--- src/rtl/s2p_load_ctrl.sv ---
// s2p_load_ctrl: serial-to-parallel load controller.
// Assembles 2**N serial bits and pulses load_en into the DFF bank.
// Ports: clk, rst_n (async low), sin/sin_valid/sync serial input,
//   par_out/load_en to the bank, word_valid/word_ready handshake,
//   busy, bit_cnt, sticky overrun/frame_err, clr_err.
module s2p_load_ctrl #(
   parameter int N         = 4,
   parameter bit MSB_FIRST = 1'b1
) (
   input  logic              clk,
   input  logic              rst_n,
   input  logic              sin,
   input  logic              sin_valid,
   input  logic              sync,
   output logic [2**N-1:0]   par_out,
   output logic              load_en,
   output logic              word_valid,
   input  logic              word_ready,
   output logic              busy,
   output logic [N-1:0]      bit_cnt,
   output logic              overrun,
   output logic              frame_err,
   input  logic              clr_err
);

   localparam int W = 2**N;
   localparam logic [N-1:0] CNT_MAX = '1;
   localparam logic [N-1:0] CNT_ONE = N'(1);

   typedef enum logic [1:0] {
      IDLE  = 2'd0,
      SHIFT = 2'd1,
      LOAD  = 2'd2
   } state_t;

   state_t         state;
   state_t         state_n;
   logic [W-1:0]   sr;
   logic [W-1:0]   sr_n;
   logic [N-1:0]   cnt_n;
   logic           ovr_n;
   logic           ferr_n;
   logic           wv_n;
   logic           shift_in;
   logic           bank_free;

   always_ff @(posedge clk or negedge rst_n) begin
      if (!rst_n) begin
         state      <= IDLE;
         sr         <= '0;
         bit_cnt    <= '0;
         overrun    <= 1'b0;
         frame_err  <= 1'b0;
         word_valid <= 1'b0;
      end else begin
         state      <= state_n;
         sr         <= sr_n;
         bit_cnt    <= cnt_n;
         overrun    <= ovr_n;
         frame_err  <= ferr_n;
         word_valid <= wv_n;
      end
   end

   always_comb begin
      state_n   = state;
      cnt_n     = bit_cnt;
      shift_in  = 1'b0;
      load_en   = 1'b0;
      bank_free = ~word_valid | word_ready;
      // Set events below override the clear.
      ovr_n     = overrun & ~clr_err;
      ferr_n    = frame_err & ~clr_err;
      unique case (state)
         IDLE: begin
            if (sin_valid && sync) begin
               shift_in = 1'b1;
               cnt_n    = CNT_ONE;
               state_n  = SHIFT;
            end
         end
         SHIFT: begin
            if (sin_valid) begin
               shift_in = 1'b1;
               if (sync) begin
                  // Resync: this bit starts a new frame.
                  ferr_n = 1'b1;
                  cnt_n  = CNT_ONE;
               end else if (bit_cnt == CNT_MAX) begin
                  cnt_n   = '0;
                  state_n = LOAD;
               end else begin
                  cnt_n = bit_cnt + CNT_ONE;
               end
            end
         end
         LOAD: begin
            // sr is frozen here, so any incoming bit is lost.
            if (sin_valid) ovr_n = 1'b1;
            if (bank_free) begin
               load_en = 1'b1;
               state_n = IDLE;
            end
         end
         default: state_n = IDLE;
      endcase

      if (load_en) wv_n = 1'b1;
      else if (word_ready) wv_n = 1'b0;
      else wv_n = word_valid;

      sr_n = sr;
      if (shift_in) begin
         if (MSB_FIRST) sr_n = {sr[W-2:0], sin};
         else sr_n = {sin, sr[W-1:1]};
      end
   end

   assign par_out = sr;
   assign busy    = (state != IDLE);

endmodule

--- config.mk ---
export PLATFORM = sky130hd
export DESIGN_NAME = s2p_load_ctrl
export DESIGN_NICKNAME = d
export VERILOG_FILES = /design/src/rtl/s2p_load_ctrl.sv
export SDC_FILE = /design/constraint.sdc
export NUM_CORES = 1
export LEC_CHECK = 0
export BUFFER_PORTS_ARGS = -buffer_cell sky130_fd_sc_hd__buf_4
export CORE_AREA = 3 3 93 51
export DETAILED_ROUTE_END_ITERATION = 6
export DIE_AREA = 0 0 96 54
export REMOVE_ABC_BUFFERS = 1
export SETUP_SLACK_MARGIN = 0.1
export SLEW_MARGIN = 20
export SYNTH_ARGS = -nofsm -noshare
export SYNTH_HDL_FRONTEND = slang
export SYNTH_SLANG_ARGS = --single-unit
--- constraint.sdc ---
create_clock -name clk -period 1.22 [get_ports clk]
set_input_delay 0.244 -clock clk [delete_from_list [all_inputs] [get_ports clk]]
set_output_delay 0.244 -clock clk [all_outputs]
set_load 0.02 [all_outputs]
==> results.tsv, run 1 <==
metric	value	unit
layout cells sized above 1	58.3	%
WHS	0.140	ns
leakage power	0.000836	uW
final setup margin	-0.296	ns
global-route wire length before repair	3990	microns
die extent in y	54	microns
CTS buffer count	3	
PD cells	2380	nW/um^2
clock skew	0.00796	ns
top cell type's share of synthesized area	54.9	%
initial antenna violation count	0	
DRC viols	0	
core area	3900	sq um
Antenna diodes	0	
violated checks	negative setup slack	
final instance area	1740	sq um
Clk Tree Root Cell	clkbuf_8	
TritonCTS clock tree	yes	
Mapped Area	1140	sq um
clock sink count	25	
Util after Layout	44.6	%
status	finished with violations	
worst path cell trace	buf_4 > buf_4 > nand2b_4 > nor2_8 > buf_12 > mux2_4	
clk buf depth	2	
final count of negative-setup-slack endpoints	22	
Max VDD drop	733	uV
Tightest Pin Transition	0.319	ns
CP Max Fanout	9	
die width	96	microns
Initial DRT Pass Iterations	4	
sequential-to-total area share from yosys stat	54.9	%
fill count	367	
main combinational cell family by area after synthesis	multiplexers	
Startpoint Class	flop	
Largest stage delay, worst path	0.40	ns
CTS H-tree depth	1	
placed insts	180	
Area contributors post-synth	dfrtp_1, mux2_2, mux2_4	
Post-synth EDFFs	0	
CP Data Required Time	1.37	ns
via count	830	
Nets	148	
hold path cells	2	
GRT overflow	0	
WL final	2450	microns
wire length on met2	1150	microns
all-layer global routing usage	10.3	%
CP Buf/Inv Count	3	
Crit path top cell by count	buf_4	
crit path DAT	1.67	ns
crit share post-route	124	%
Cell Count, Final, Fillers Out	193	
vias in the first global route	821	
largest net degree at the start of global routing	26	
Hold WC Path Type	input pin to flop	
Final ANT Viol Nets	0	
Total Neg Setup Slack	-5.51	ns
synthesized instance count	87	
drt first-iter violations	27	
Syn Area/Cell	13.1	sq um
simple-gate share of the synthesized area	13.8	%
Final Hold Fails	0	
multi-input logic area	529	sq um
Area after DPL	1510	sq um
reg2reg setup slack	-0.30	ns
distinct cell type count after synthesis	30	
DR top layer	met4	
Post-Synth Adder-Cell Area	1.10	%
Via-to-Cell Ratio	4.30	
fmax	660	MHz
RSZ-0062 raised after global routing	yes	
met3 wire length	78	microns
most frequent cells in the layout	buf_4, dfrtp_1, mux2_4	
Area Growth Syn to Fin	52.9	%
Reg2Reg Depth	6	
Crit Path Category	flop to flop	
fin. max-slew vios	0	
Worst-Skew Late Latency	0.27	ns
register area	627	sq um
Yosys warnings	0	
routability cong.	0.721	
Die Area	5180	sq um
Synth Area in XOR/XNOR	0	%
commonest non-fill, non-tap cell in the layout	buf_4	
number of core rows	16	
mux cell area share after synthesis	17.5	%
complex-gate fraction of the synthesized area	8.13	%
fin crit period	1.52	ns
relative slew slack	78.7	%
fraction of registers with async set/reset	100	%
Clk pin slew, worst setup/hold paths	0.09	ns
logic depth of the worst path, buffers included	6	
CP top delay family	buffers and inverters	
Worst path slowest cell	dfrtp_1	
Routed WL per cell	12.7	microns
Initial Util	29.2	%
IO Port Bufs	31	
Metal-1 WL	1170	microns
number of I/O pins	32	
MaxCap Viol Count	0	
Critical Path End Type	flop	
Synth Flop Type	dfrtp_1	
#FFs+latches synth	25	
cell taking the most area after synthesis	dfrtp_1	
flip-flops by register name, indices dropped and copies added, names as in the netlist:
name,flops
frame_err,1
word_valid,1
overrun,1
state,2
bit_cnt,4
par_out,16
final cells by class:
cell class / instances / share of cell area [%]
clock inverters: 1 / 0.288
well taps: 54 / 3.88
inverters: 4 / 0.863
repair buffers: 51 / 26.2
clock buffers: 3 / 2.37
multi-input cells: 55 / 30.4
flip-flops and latches: 25 / 36.0
report_power, final:
part	switching (uW)	total [uW]	internal (uW)	leakage, uW
sequential	277	1440	1160	0.000307
combinational	962	2210	1250	0.000504
clock	255	483	228	0.0000255
synth_stat cells, types with 2 or more instances:
| cell | count |
|---|---|
| o21ai_0 | 5 |
| mux2_4 | 5 |
| mux2_2 | 11 |
| nor2_1 | 4 |
| nand2_1 | 5 |
| nor2b_1 | 2 |
| inv_1 | 4 |
| dfrtp_1 | 25 |
| nand3_1 | 5 |
per-stage QoR:
stage          setup slack (ns)  power, uW
5_1_grt                  -0.332       4400
4_1_cts                  -0.255       4080
3_3_place_gp            -0.0308       3250
2_1_floorplan            -0.124       2420
3_5_place_dp            -0.0455       3280
6_report                 -0.296       4140
timing repair:
item / 4_1_cts / 5_1_grt
hold buffers: 1 / 0
pin swaps: 5 / 4
endpoints found under the hold margin: 25 / 0
gates resized for setup: 26 / 10
cloned: 0 / 0
endpoints found under the setup margin: 27 / 33
setup buffers: 5 / 5
cells by family (layout without fill, tap and decap cells):
| logic type | after synthesis | count (layout) |
|---|---|---|
| flip-flops | 25 | 25 |
| buffers and inverters | 7 | 59 |
| AO/OA/AOI/OAI | 13 | 13 |
| multiplexers | 16 | 16 |
| adder cells (fa/ha/maj) | 1 | 1 |
| AND/OR/NAND/NOR | 25 | 25 |
path summary, 6_finish.rpt:
check | startpoint | to
min in group asynchronous | rst_n | overrun
worst min register to register | frame_err | frame_err
worst min-delay path | clr_err | frame_err
max in group asynchronous | rst_n | state[0]
worst max register to register | state[1] | par_out[8]
worst max-delay path | state[1] | par_out[8]
layer usage:
layer  up-vias  GRT usage [%]
met2        15           15.8
li1        403              -
met3         4           2.93
met4         0           3.54
met1       408           13.9
met5         -              0
(Power assumes the default switching activity.)
==> inputs of run 2 (changes only) <==
--- a/config.mk
+++ b/config.mk
@@ -6,9 +6,10 @@
 export NUM_CORES = 1
 export LEC_CHECK = 0
 export BUFFER_PORTS_ARGS = -buffer_cell sky130_fd_sc_hd__buf_4
-export CORE_AREA = 3 3 93 51
+export CORE_AREA = 3 3 52 54
 export DETAILED_ROUTE_END_ITERATION = 6
-export DIE_AREA = 0 0 96 54
+export DIE_AREA = 0 0 55 57
+export PLACE_DENSITY = 0.75
 export REMOVE_ABC_BUFFERS = 1
 export SETUP_SLACK_MARGIN = 0.1
 export SLEW_MARGIN = 20
==> constraint.sdc (replaced) <==
create_clock -name clk -period 1.5 [get_ports clk]
set_input_delay 0.3 -clock clk [delete_from_list [all_inputs] [get_ports clk]]
set_output_delay 0.3 -clock clk [all_outputs]
set_load 0.02 [all_outputs]
==> run 2 against run 1 <==
Against the previous run: the flow still finishes with violations (negative setup slack); sequential cell count did not move; setup slack better by 0.18 ns; register-to-register slack improved by 0.32 ns; total power is 26% lower; via count rose by 0.24%; largest power group unchanged; clock skew grew 0.0024 ns; combinational power is 29% lower; global-route usage increased by 5.8 points; sequential power decreased by 17%; final cell count shrank 17%; first-iteration DRC count shrank 89%; count of clock-buffer cells in the layout stayed put.
==> results.tsv, run 2 (synthesis results as in run 1) <==
metric	value	unit	change
MaxCap Viol Count	0		unchanged
largest net degree at the start of global routing	26		unchanged
Final ANT Viol Nets	0		unchanged
Reg power frac	38.9	%	was 34.9%
Die Area	3140	sq um	was 5180 sq um
clock skew	0.0104	ns	was 0.00796 ns
fmax	620	MHz	
pre-CTS setup slack	0.104	ns	was -0.0455 ns
crit share post-route	107	%	
Critical Path End Type	output port		was flop
Largest register FFs	16		unchanged
fin crit period	1.61	ns	
initial antenna violation count	0		unchanged
Largest stage delay, worst path	0.39	ns	was 0.40 ns
Worst-Skew Late Latency	0.31	ns	was 0.27 ns
CP Max Fanout	6		was 9
die extent in y	57	microns	was 54 microns
status	finished with violations		unchanged
most frequent cells in the layout	buf_4, dfrtp_1, mux2_4		unchanged
final count of negative-setup-slack endpoints	2		was 22
final setup margin	-0.112	ns	was -0.296 ns
placed insts	146		was 180
R2R Path End	par_out[2]		was par_out[8]
Crit Path Category	flop to output port		was flop to flop
CTS H-tree depth	1		unchanged
CP Capture Point	load_en		was par_out[8]
global-route wire length before repair	3720	microns	was 3990 microns
Area Growth Syn to Fin	38.8	%	was 52.9%
routability cong.	0.800		was 0.721
reg2reg setup slack	0.02	ns	was -0.30 ns
Routed WL per cell	14.4	microns	was 12.7 microns
clock power share	9.8	%	was 11.7%
Cell Count, Final, Fillers Out	161		was 193
die width	55	microns	was 96 microns
Hold WC Path Type	input pin to flop		unchanged
Nets	142		was 148
CP Buf/Inv Count	2		was 3
Startpoint Class	flop		unchanged
via count	832		was 830
leakage power	0.000767	uW	was 0.000836 uW
CP Data Required Time	1.20	ns	was 1.37 ns
Antenna diodes	0		unchanged
Total Neg Setup Slack	-0.180	ns	was -5.51 ns
worst path cell trace	buf_6 > or2b_1 > nor2_1 > buf_4		was buf_4 > buf_4 > nand2b_4 > nor2_8 > buf_12 > mux2_4
IO Port Bufs	31		unchanged
violated checks	negative setup slack		unchanged
Tot Pwr	3070	uW	was 4140 uW
all-layer global routing usage	16.0	%	was 10.3%
Initial DRT Pass Iterations	2		was 4
number of core rows	17		was 16
crit path DAT	1.31	ns	was 1.67 ns
Initial Util	50.5	%	was 29.2%
internal power	1900	uW	was 2640 uW
number of I/O pins	32		unchanged
layout cells sized above 1	53.4	%	was 58.3%
clk buf depth	2		unchanged
CTS buffer count	3		unchanged
CP top delay family	flip-flops		was buffers and inverters
RSZ-0062 raised after global routing	yes		unchanged
clock sink count	25		unchanged
drt first-iter violations	3		was 27
DRC viols	0		unchanged
Gate power share	51.3	%	was 53.5%
Reg2Reg Depth	5		was 6
Final Hold Fails	0		unchanged
TritonCTS clock tree	yes		unchanged
GRT overflow	0		unchanged
Worst path slowest cell	dfrtp_1		unchanged
vias in the first global route	829		was 821
commonest non-fill, non-tap cell in the layout	buf_4		unchanged
R2R Path Start	state[1]		unchanged
Critical Path Source	state[1]		unchanged
Net Sw Frac	38.2	%	was 36.1%
WL final	2330	microns	was 2450 microns
Clk pin slew, worst setup/hold paths	0.14	ns	was 0.09 ns
HPWL after detailed placement	1540	microns	
logic depth of the worst path, buffers included	4		was 6
fin. max-slew vios	0		unchanged
Via-to-Cell Ratio	5.17		was 4.30
Max VDD drop	1180	uV	was 733 uV
Clk Tree Root Cell	clkbuf_4		was clkbuf_8
relative slew slack	79.6	%	was 78.7%
PD cells	1950	nW/um^2	was 2380 nW/um^2
core area	2250	sq um	was 3900 sq um
Tightest Pin Transition	0.305	ns	was 0.319 ns
P_sw	1170	uW	was 1490 uW
==> run 2: cell types whose count changed in the layout (fill, tap and decap cells not counted), sizes merged <==
cell	previous run	this run
clkinvlp	0	1
clkinv	1	0
clkbuf	3	4
buf	50	43
==> run 2: power by group through the flow <==
stage / logic, uW / clock network (uW) / registers, uW
after floorplan: 484 / 0 / 1480
after global placement: 1370 / 0 / 1170
after detailed placement: 1400 / 0 / 1190
after CTS: 1520 / 312 / 1180
after global routing: 1680 / 336 / 1240
final: 1580 / 301 / 1200
==> run 2: worst min path at each step <==
stage,slack (ns),endpoint,depth (start not counted),from
after floorplan,0.004,bit_cnt[0],0,rst_n
after global placement,0.21,state[0],1,rst_n
after detailed placement,0.22,bit_cnt[0],1,rst_n
after CTS,0.14,frame_err,2,clr_err
after global routing,0.15,frame_err,2,clr_err
final,0.15,frame_err,2,clr_err
==> run 2: per-layer routing <==
metal  track usage, %  share of wire [%]  vias to the layer above
met4             3.82               0.39                        0
met3             3.66                5.3                        2
met2             26.7                 52                       25
met1             20.9                 43                      410
met5                0                  0                        -
li1                 -                  -                      395
==> run 2: worst register-to-register path, delay by kind of cell (launching register included) <==
| family | cells | cell delay [ns] |
|---|---|---|
| buf+inv | 2 | 0.32 |
| flops | 1 | 0.42 |
| simple gates | 2 | 0.35 |
| mux | 1 | 0.29 |
==> run 2: layout make-up <==
| type | count | area (sq um) |
|---|---|---|
| multi-input cells | 55 | 484 |
| inverters | 4 | 15.0 |
| flip-flops and latches | 25 | 627 |
| fillers | 182 | 674 |
| clock buffers | 3 | 22.5 |
| repair buffers | 45 | 389 |
| clock inverters | 1 | 7.51 |
| well taps | 28 | 35.0 |
==> run 2: timing repair <==
action | in CTS | in global routing
pin swaps | 2 | 2
buffers inserted | 7 | 3
endpoints found under the setup margin | 4 | 21
endpoints found under the hold margin | 25 | 0
cloned | 1 | 0
gates resized for setup | 8 | 7
hold buffers | 1 | 0
==> run 2: through the flow <==
step           hold WS [ns]  util (%)  area (sq um)
2_1_floorplan       0.00441         -          1100
3_3_place_gp          0.215      61.8          1390
3_5_place_dp          0.218      61.8          1390
4_1_cts               0.143      68.7          1550
5_1_grt               0.154      70.1          1580
6_report              0.149      70.1          1580
